--- src/rtl/rf_pkg.sv ---
// Shared register-file constants and helpers for the writeback arbiter.
// Imported by the arbiter top and anything that decodes register addresses.
package rf_pkg;

    localparam int unsigned REG_ADDR_W = 5;
    localparam int unsigned NUM_REGS   = 32;

    localparam logic [REG_ADDR_W-1:0] REG_X0 = '0;

    localparam logic [1:0] WB_SRC_NONE = 2'd0;
    localparam logic [1:0] WB_SRC_PL   = 2'd1;
    localparam logic [1:0] WB_SRC_MC   = 2'd2;

    // One-hot register mask; x0 always maps to an empty mask.
    function automatic logic [NUM_REGS-1:0] reg_mask(input logic [REG_ADDR_W-1:0] addr);
        logic [NUM_REGS-1:0] m;
        m = '0;
        if (addr != REG_X0) begin
            m[addr] = 1'b1;
        end
        return m;
    endfunction

endpackage

--- src/rtl/wb_fifo.sv ---
// Small synchronous FIFO buffering multi-cycle results until the write port is free.
// Push when full and pop when empty are ignored; no pass-through.
module wb_fifo #(
    parameter int unsigned WIDTH = 37,
    parameter int unsigned DEPTH = 2
) (
    input  logic                           clk,
    input  logic                           rst_n,
    input  logic                           push,
    input  logic [WIDTH-1:0]               wdata,
    input  logic                           pop,
    output logic [WIDTH-1:0]               rdata,
    output logic                           full,
    output logic                           empty,
    output logic [$clog2(DEPTH+1)-1:0]     count
);

    localparam int unsigned PtrW = $clog2(DEPTH);
    localparam int unsigned CntW = $clog2(DEPTH + 1);

    logic [WIDTH-1:0] mem_q [DEPTH];
    logic [WIDTH-1:0] mem_d [DEPTH];
    logic [PtrW-1:0]  wr_ptr_q, wr_ptr_d;
    logic [PtrW-1:0]  rd_ptr_q, rd_ptr_d;
    logic [CntW-1:0]  count_q, count_d;
    logic             push_ok, pop_ok;

    assign full    = (count_q == CntW'(DEPTH));
    assign empty   = (count_q == '0);
    assign count   = count_q;
    assign rdata   = mem_q[rd_ptr_q];
    assign push_ok = push & ~full;
    assign pop_ok  = pop & ~empty;

    always_comb begin
        mem_d    = mem_q;
        wr_ptr_d = wr_ptr_q;
        rd_ptr_d = rd_ptr_q;
        count_d  = count_q;
        if (push_ok) begin
            mem_d[wr_ptr_q] = wdata;
            wr_ptr_d        = wr_ptr_q + PtrW'(1);
        end
        if (pop_ok) begin
            rd_ptr_d = rd_ptr_q + PtrW'(1);
        end
        case ({push_ok, pop_ok})
            2'b10:   count_d = count_q + CntW'(1);
            2'b01:   count_d = count_q - CntW'(1);
            default: count_d = count_q;
        endcase
    end

    always_ff @(posedge clk or negedge rst_n) begin
        if (!rst_n) begin
            wr_ptr_q <= '0;
            rd_ptr_q <= '0;
            count_q  <= '0;
        end else begin
            wr_ptr_q <= wr_ptr_d;
            rd_ptr_q <= rd_ptr_d;
            count_q  <= count_d;
        end
    end

    // Storage needs no reset: entries are only read when count says they are valid.
    always_ff @(posedge clk) begin
        mem_q <= mem_d;
    end

endmodule

--- src/rtl/rf_wb_arbiter.sv ---
// Shares the register-file write port between the W stage and a multi-cycle unit,
// and tracks destinations of in-flight multi-cycle ops to stall decode on hazards.
module rf_wb_arbiter
    import rf_pkg::*;
#(
    parameter int unsigned DATA_WIDTH = 32,
    parameter int unsigned FIFO_DEPTH = 2
) (
    input  logic                  clk,
    input  logic                  rst_n,
    input  logic                  pl_reg_write_w,
    input  logic [4:0]            pl_rd_w,
    input  logic [DATA_WIDTH-1:0] pl_result_w,
    input  logic                  mc_issue_d,
    input  logic [4:0]            mc_rd_d,
    input  logic                  mc_valid,
    input  logic [4:0]            mc_rd,
    input  logic [DATA_WIDTH-1:0] mc_result,
    output logic                  mc_ready,
    input  logic [4:0]            rs1_d,
    input  logic [4:0]            rs2_d,
    input  logic [4:0]            rd_d,
    output logic                  stall_d,
    output logic                  reg_write_w,
    output logic [4:0]            rd_w,
    output logic [DATA_WIDTH-1:0] result_w,
    output logic [1:0]            wb_src_w,
    output logic                  busy
);

    localparam int unsigned EntryW = DATA_WIDTH + REG_ADDR_W;
    localparam int unsigned CntW   = $clog2(FIFO_DEPTH + 1);

    logic [NUM_REGS-1:0]   pending_q, pending_d;
    logic                  fifo_push, fifo_pop, fifo_full, fifo_empty;
    logic [EntryW-1:0]     fifo_wdata, fifo_rdata;
    logic [CntW-1:0]       fifo_count;
    logic [REG_ADDR_W-1:0] head_rd;
    logic [DATA_WIDTH-1:0] head_data;
    logic                  pl_req;

    assign pl_req     = pl_reg_write_w & (pl_rd_w != REG_X0);
    // Results aimed at x0 are accepted by the handshake but never stored.
    assign fifo_push  = mc_valid & ~fifo_full & (mc_rd != REG_X0);
    assign fifo_pop   = ~pl_req & ~fifo_empty;
    assign fifo_wdata = {mc_rd, mc_result};
    assign head_rd    = fifo_rdata[DATA_WIDTH +: REG_ADDR_W];
    assign head_data  = fifo_rdata[DATA_WIDTH-1:0];

    wb_fifo #(
        .WIDTH (EntryW),
        .DEPTH (FIFO_DEPTH)
    ) u_wb_fifo (
        .clk   (clk),
        .rst_n (rst_n),
        .push  (fifo_push),
        .wdata (fifo_wdata),
        .pop   (fifo_pop),
        .rdata (fifo_rdata),
        .full  (fifo_full),
        .empty (fifo_empty),
        .count (fifo_count)
    );

    // Set applied after clear so a same-cycle reissue keeps the bit.
    always_comb begin
        pending_d = pending_q;
        if (fifo_pop) begin
            pending_d = pending_d & ~reg_mask(head_rd);
        end
        if (mc_issue_d) begin
            pending_d = pending_d | reg_mask(mc_rd_d);
        end
        pending_d[0] = 1'b0;
    end

    always_ff @(posedge clk or negedge rst_n) begin
        if (!rst_n) begin
            pending_q <= '0;
        end else begin
            pending_q <= pending_d;
        end
    end

    always_comb begin
        reg_write_w = 1'b0;
        rd_w        = '0;
        result_w    = '0;
        wb_src_w    = WB_SRC_NONE;
        if (rst_n) begin
            if (pl_req) begin
                reg_write_w = 1'b1;
                rd_w        = pl_rd_w;
                result_w    = pl_result_w;
                wb_src_w    = WB_SRC_PL;
            end else if (!fifo_empty) begin
                reg_write_w = 1'b1;
                rd_w        = head_rd;
                result_w    = head_data;
                wb_src_w    = WB_SRC_MC;
            end
        end
    end

    assign mc_ready = rst_n & ~fifo_full;
    assign stall_d  = rst_n & (pending_q[rs1_d] | pending_q[rs2_d] | pending_q[rd_d]);
    assign busy     = rst_n & ((|pending_q) | (fifo_count != '0));

endmodule

--- config.mk ---
export PLATFORM = sky130hd
export DESIGN_NAME = rf_wb_arbiter
export DESIGN_NICKNAME = d
export VERILOG_FILES = /design/src/rtl/rf_pkg.sv /design/src/rtl/wb_fifo.sv /design/src/rtl/rf_wb_arbiter.sv
export SDC_FILE = /design/constraint.sdc
export NUM_CORES = 1
export LEC_CHECK = 0
export BUFFER_PORTS_ARGS = -buffer_cell sky130_fd_sc_hd__buf_2
export CORE_UTILIZATION = 40
export DETAILED_ROUTE_END_ITERATION = 8
export SYNTH_ARGS = -nofsm -noshare
export SYNTH_HDL_FRONTEND = slang
export SYNTH_SLANG_ARGS = --single-unit
--- constraint.sdc ---
create_clock -name clk -period 7.5 [get_ports clk]
set_input_delay 1.125 -clock clk [delete_from_list [all_inputs] [get_ports clk]]
set_output_delay 1.125 -clock clk [all_outputs]
set_load 0.02 [all_outputs]
==> flow_summary_export.csv, run 1 <==
group,metric,value,unit
worst_setup_path,cp-end-kind,"output pin",
logic_synthesis,netlist_area,5580,um^2
worst_setup_path,reg2reg_depth,6,
logic_synthesis,ys_seq_area_share,55.5,%
route,drc,0,
sta,relSlewSlack,25.6,%
floorplanning,num_rows,42,
clock_tree,root_buffer,"clkbuf_16",
clock_tree,cts_buffers,9,
cells_and_area,area_delta_synth_final,21.5,%
logic_synthesis,synth_most_common_cell,"edfxtp_1",
global_routing,grt_overflow_total,0,
min_path,min_to,"u_wb_fifo.count[1]$_DFFE_PN0P_",
pwr,p_per_area,341,nW/um^2
place,placedCellCount,755,
logic_synthesis,synth_top_area_cell,"edfxtp_1",
route,wirelength,14500,um
route,via_count,4334,
floorplanning,start_util,41.6,%
flow_run,cap_violations,0,
min_path,hold-path-cell-count,1,
place,io_buffers,141,
clock_tree,clock_latency,0.35,ns
clock_tree,cts_tree,"done",
global_routing,grt_max_degree,39,
worst_setup_path,startpoint_type,"input pin",
cells_and_area,regArea,3100,um^2
clock_tree,cts_max_level,3,
logic_synthesis,synthTopCellsByCount,"74 x edfxtp_1, 62 x nand2_1, 55 x o21ai_0, 42 x mux2i_1, 35 x dfrtp_1",
clock_tree,cts-resized-gates,0,
worst_setup_path,crit_required,6.38,ns
logic_synthesis,synth_cell_types,54,
worst_setup_path,path_max_fanout,36,
worst_setup_path,reg2reg_slack,4.82,ns
sta,setup_viol,0,
worst_setup_path,worstSetupPathType,"in -> out",
global_routing,antenna_found_initial,1,
floorplanning,die_x,120,um
cells_and_area,nets,690,
clock_tree,cts.sinks,109,
worst_setup_path,crit_arrival,3.27,ns
place,dpl.hpwl,10600,um
logic_synthesis,syn_nets,555,
route,ant_nets,0,
worst_setup_path,r2r-end,"pending_q[7]$_DFF_PN0_",
logic_synthesis,synth-seq-cells,109,
sta,clock_skew,0.00581,ns
logic_synthesis,yosysWarnings,0,
sta,hold_viol,0,
clock_tree,cts_setup_buffers,0,
global_routing,grtUsageTotal,21.0,%
route,via_per_inst,5.61,
sta,rsz0062_at_grt,"false",
floorplanning,io_pins,142,
sta,finalMaxSlewViolations,0,
floorplanning,die_h,120,um
min_path,hp-class,"reg -> reg",
logic_synthesis,synth_edf_count,74,
sta,worst_pin_slew,1.11,ns
clock_tree,ctsLongestPathBuffers,2,
route,wl_per_cell,18.7,um
place,place_congestion,0.877,
logic_synthesis,yosys_most_used_dff,"edfxtp_1",
pwr,p_leak,2.75,nW
sta,fmax,228,MHz
cells_and_area,drive_gt1_share,33.3,%
route,drt_pre_antenna_iters,5,
sta,finalCriticalPeriod,4.39,ns
outcome,outcome,"finished clean",
sta,fin_crit_sh,58.5,%
logic_synthesis,synth_top_area_share,39.8,%
min_path,hp-start,"u_wb_fifo.count[1]$_DFFE_PN0P_",
floorplanning,core,13400,um^2
global_routing,grt_pass1_wl,23100,um
clock_tree,hold_buffers,0,
pwr,vdd_drop_max,0.153,mV
cells_and_area,instances_no_fill,772,
cells_and_area,multi_input_area,2370,um^2
global_routing,grt_pass1_vias,4315,
logic_synthesis,avgSynthCellArea,12.3,um^2
logic_synthesis,synth.area.top_cells,"edfxtp_1 40%, dfrtp_1 16%, mux4_2 7.7%",
cells_and_area,fill_cells,1207,
logic_synthesis,synthCells,455,
floorplanning,dieArea,14400,um^2
logic_synthesis,async_flop_share,32.1,%
sta,finalSetupTns,0,ns
clock_tree,clk_pin_slew,0.07,ns
worst_setup_path,r2r-start,"u_wb_fifo.rd_ptr_q$_DFFE_PN0P_",
route,drtIter0Drc,281,
## critical path: stages
cell and delay, ns:
buf_2 0.12, or4_4 0.55, o21a_4 0.25, nor2_4 0.17
nand2_2 0.38, o21ai_0 0.43, buf_2 0.23
## through the flow
| stage | total power, mW | cell area, um^2 | hold WS [ns] | setup slack, ns | util, % |
|---|---|---|---|---|---|
| after global routing | 2.44 | 6770 | 0.560 | 2.96 | 50.5 |
| after detailed placement | 1.81 | 6450 | 0.543 | 3.13 | 48.1 |
| after CTS | 2.32 | 6770 | 0.554 | 3.13 | 50.5 |
| after floorplan | 1.54 | 5580 | 0.468 | 3.54 | - |
| final | 2.31 | 6780 | 0.550 | 3.11 | 50.6 |
| after global placement | 1.78 | 6450 | 0.498 | 3.19 | 48.1 |
## flip-flops by register name, indices dropped and copies added (netlist names)
signal	count
u_wb_fifo.count	2
pending_q	31
u_wb_fifo.rd_ptr_q	1
u_wb_fifo.wr_ptr_q	1
u_wb_fifo.mem_q	74
## layout make-up
| cell class | count | area share [%] |
|---|---|---|
| flip-flops and latches | 109 | 45.7 |
| repair buffers | 143 | 10.6 |
| inverters | 12 | 0.665 |
| multi-input cells | 315 | 34.9 |
| clock inverters | 7 | 1.42 |
| well taps | 176 | 3.25 |
| clock buffers | 9 | 3.32 |
| diodes | 1 | 0.0369 |
## per-layer routing
layer / GRT usage, % / share of wire, % / vias up
li1: - / - / 2028
met1: 26.8 / 43 / 2121
met2: 34.8 / 49 / 166
met3: 5.09 / 6.6 / 19
met4: 6.88 / 1.4 / 0
met5: 0 / 0 / -
## where the power goes
part	leakage, nW	total (mW)	switching, mW	internal [mW]
clock	0.150	0.509	0.215	0.294
sequential	1.11	1.05	0.199	0.848
combinational	1.50	0.751	0.407	0.344
## cells in the final DEF (no fill, tap or decap), drive strengths merged, types with 5 or more instances in the layout
cell / netlist / layout
a21oi: 7 / 7
a22o: 14 / 14
buf: 8 / 143
clkbuf: 11 / 9
dfrtp: 35 / 35
edfxtp: 74 / 74
inv: 12 / 14
mux2: 6 / 6
mux2i: 42 / 42
mux4: 19 / 19
nand2: 63 / 63
nand2b: 5 / 5
nand3: 5 / 5
nand3b: 6 / 6
nor2: 16 / 16
nor2b: 6 / 6
nor3: 9 / 9
nor4: 7 / 7
o21ai: 58 / 58
o2bb2ai: 6 / 6
## how the worst max path moves through the flow
stage	startpoint	depth (start not counted)	slack (ns)	end
after floorplan	pl_rd_w[1]	6	3.54	result_w[24]
after global placement	pl_rd_w[1]	7	3.19	rd_w[4]
after detailed placement	pl_rd_w[1]	7	3.13	rd_w[4]
after CTS	pl_rd_w[1]	7	3.13	rd_w[4]
after global routing	rst_n	7	2.96	rd_w[4]
final	pl_rd_w[1]	7	3.11	rd_w[4]
## kinds of logic after synthesis
| logic type | count (synthesis) | share of synthesized area, % |
|---|---|---|
| muxes | 67 | 16.4 |
| AOI/OAI and AO/OA | 105 | 12.1 |
| and+or+nand+nor | 137 | 12.6 |
| DFF | 109 | 55.5 |
| buffers and inverters | 31 | 2.36 |
| xor gates and xnor gates | 5 | 0.785 |
| adders and majority gates | 1 | 0.224 |
No activity file was read; power rests on OpenSTA's default activity.
==> inputs of run 2 (changes only) <==
- ABC_AREA: default -> 1
- clock period: 7.5 -> 4.55 ns (I/O delays scaled with it)
==> run 2 against run 1 <==
Wire length grew 7.9%. Die area grew 2.8%. Area after synthesis grew 2.8%. Sequential power grew 70%. Largest power group unchanged.
==> flow_summary_export.csv, run 2 <==
group,metric,value,unit
global_routing,grt_pass1_vias,4770,
sta,finalSetupTns,0,ns
clock_tree,cts-resized-gates,0,
logic_synthesis,synthCells,634,
sta,finalMaxSlewViolations,0,
clock_tree,cts_setup_buffers,0,
sta,hold_viol,0,
logic_synthesis,synth_most_common_cell,"nand2_1",
pwr,vdd_drop_max,0.273,mV
floorplanning,io_pins,142,
sta,fin_crit_sh,67.1,%
clock_tree,cts_buffers,9,
worst_setup_path,crit_arrival,2.37,ns
sta,finalCriticalPeriod,3.05,ns
route,wirelength,15600,um
clock_tree,ctsLongestPathBuffers,2,
cells_and_area,nets,867,
cells_and_area,n_antenna_cell,0,
worst_setup_path,crit_required,3.87,ns
cells_and_area,final_cell_mix,"147 x nand2_1, 141 x buf_2, 91 x nand3_1",
logic_synthesis,avgSynthCellArea,9.04,um^2
clock_tree,cts_max_level,3,
floorplanning,core,13900,um^2
floorplanning,die_x,122,um
flow_run,cap_violations,0,
sta,worst_pin_slew,1.11,ns
outcome,outcome,"finished clean",
clock_tree,clk_pin_slew,0.07,ns
sta,hold_slack,0.388,ns
pwr,p_per_area,557,nW/um^2
worst_setup_path,startpoint_type,"flip-flop",
global_routing,antenna_found_initial,0,
logic_synthesis,synth_top_area_share,38.8,%
clock_tree,clock_latency,0.35,ns
logic_synthesis,async_flop_share,32.1,%
cells_and_area,area_delta_synth_final,19.9,%
pwr,p_leak,3.08,nW
logic_synthesis,ys_seq_area_share,54.0,%
worst_setup_path,r2r-start,"u_wb_fifo.rd_ptr_q$_DFFE_PN0P_",
sta,rsz0062_at_grt,"false",
worst_setup_path,reg2reg_slack,2.31,ns
clock_tree,cts.sinks,109,
worst_setup_path,cp-end-kind,"output pin",
floorplanning,start_util,41.2,%
place,dpl.hpwl,11500,um
logic_synthesis,synthTopCellsByCount,"147 x nand2_1, 91 x nand3_1, 74 x edfxtp_1, 67 x o21ai_0, 59 x inv_1",
route,drc,0,
cells_and_area,drive_gt1_share,25.1,%
global_routing,grt_overflow_total,0,
logic_synthesis,synth_cell_types,33,
global_routing,grtUsageTotal,21.9,%
floorplanning,num_rows,43,
clock_tree,root_buffer,"clkbuf_16",
global_routing,grt_pass1_wl,24600,um
route,drtIter0Drc,296,
logic_synthesis,netlist_area,5730,um^2
worst_setup_path,startpoint,"u_wb_fifo.rd_ptr_q$_DFFE_PN0P_",
min_path,hp-class,"in -> async",
route,via_count,5043,
logic_synthesis,syn_nets,734,
logic_synthesis,yosysWarnings,0,
cells_and_area,regMostFlops,"u_wb_fifo.mem_q",
logic_synthesis,synth_edf_count,74,
clock_tree,hold_buffers,0,
route,wl_per_cell,16.4,um
global_routing,grt_max_degree,38,
place,io_buffers,141,
logic_synthesis,synth_top_area_cell,"edfxtp_1",
place,place_congestion,0.981,
worst_setup_path,worstSetupPathType,"reg -> out",
worst_setup_path,path_max_fanout,22,
sta,setup_viol,0,
route,via_per_inst,5.30,
floorplanning,dieArea,14800,um^2
route,ant_nets,0,
sta,fmax,327,MHz
cells_and_area,fill_cells,1350,
sta,clock_skew,0.00924,ns
logic_synthesis,yosys_most_used_dff,"edfxtp_1",
sta,relSlewSlack,25.9,%
cells_and_area,largest_reg_flops,74,
logic_synthesis,synth.area.top_cells,"edfxtp_1 39%, dfrtp_1 15%, nand2_1 9.6%",
clock_tree,cts_tree,"done",
logic_synthesis,synth-seq-cells,109,
floorplanning,die_h,122,um
cells_and_area,final_common_cell,"nand2_1",
route,drt_pre_antenna_iters,8,
==> run 2: cell count changes in the layout (fill, tap and decap cells not counted), sizes merged, moves of 14 or more <==
cell / delta
a22o: -14
inv: +57
mux4: -19
nand3: +92
nand2: +90
o21ai: +43
==> run 2: cell type report <==
type                    count  area [um^2]  area share [%]
multi-input cells         435         2280            33.1
flip-flops and latches    109         3100            45.1
clock inverters             5         40.0           0.582
repair buffers            144          728            10.6
clock buffers              11          254            3.69
well taps                 180          225            3.27
inverters                  68          255            3.71
==> run 2: critical path: stages, from the launching register on <==
cell	delay, ns
dfrtp_2	0.78
buf_4	0.42
nand2_2	0.08
o21ai_2	0.13
inv_2	0.12
nor2_2	0.17
a21oi_1	0.06
nor2_1	0.08
buf_2	0.17
==> run 2: path summary, 6_finish.rpt <==
| check | endpoint | cells past startpoint |
|---|---|---|
| max in group asynchronous | u_wb_fifo.rd_ptr_q$_DFFE_PN0P_ | 2 |
| min in group clk | u_wb_fifo.mem_q[15]$_DFFE_PP_ | 1 |
| worst min register to register | u_wb_fifo.count[0]$_DFFE_PN0P_ | 1 |
| worst max register to register | pending_q[31]$_DFF_PN0_ | 8 |
| worst min-delay path | pending_q[4]$_DFF_PN0_ | 2 |
| worst max-delay path | rd_w[2] | 8 |
==> run 2: stage by stage <==
stage                     instance area (um^2)  utilization [%]  total power [mW]  setup WS (ns)  instances
final                                     6880             49.4              3.83           1.50        952
after global routing                      6880             49.4              4.07           1.32        952
after CTS                                 6880             49.4              3.86           1.42        952
after detailed placement                  6580             47.2              3.08           1.65        936
after global placement                    6580             47.2              3.06           1.77        936
after floorplan                           5730                -              2.58           1.61        634
==> run 2: cells by family (layout without fill, tap and decap cells) <==
family / count (synthesis) / count (layout) / synth area share, %
AND/OR/NAND/NOR: 285 / 285 / 22.7
AO/OA/AOI/OAI: 113 / 113 / 10.3
flip-flops: 109 / 109 / 54.0
buffers and inverters: 90 / 228 / 6.59
multiplexers: 32 / 32 / 5.59
XOR/XNOR: 4 / 4 / 0.611
adder cells (fa/ha/maj): 1 / 1 / 0.218
==> run 2: routing by layer <==
metal	track usage (%)	part of all wire, %	vias to the layer above	wire length (um)
met5	0	0	-	0
met4	7.72	2.3	0	363
met3	5.10	7.1	28	1110
met2	35.8	47	217	7380
met1	28.4	43	2353	6760
li1	-	-	2445	-
==> run 2: power breakdown <==
group | internal (mW) | switching [mW] | leakage [nW] | total [mW]
registers | 1.39 | 0.385 | 1.11 | 1.78
clock network | 0.411 | 0.353 | 0.147 | 0.765
logic | 0.471 | 0.815 | 1.83 | 1.29
total | 2.28 | 1.55 | 3.08 | 3.83
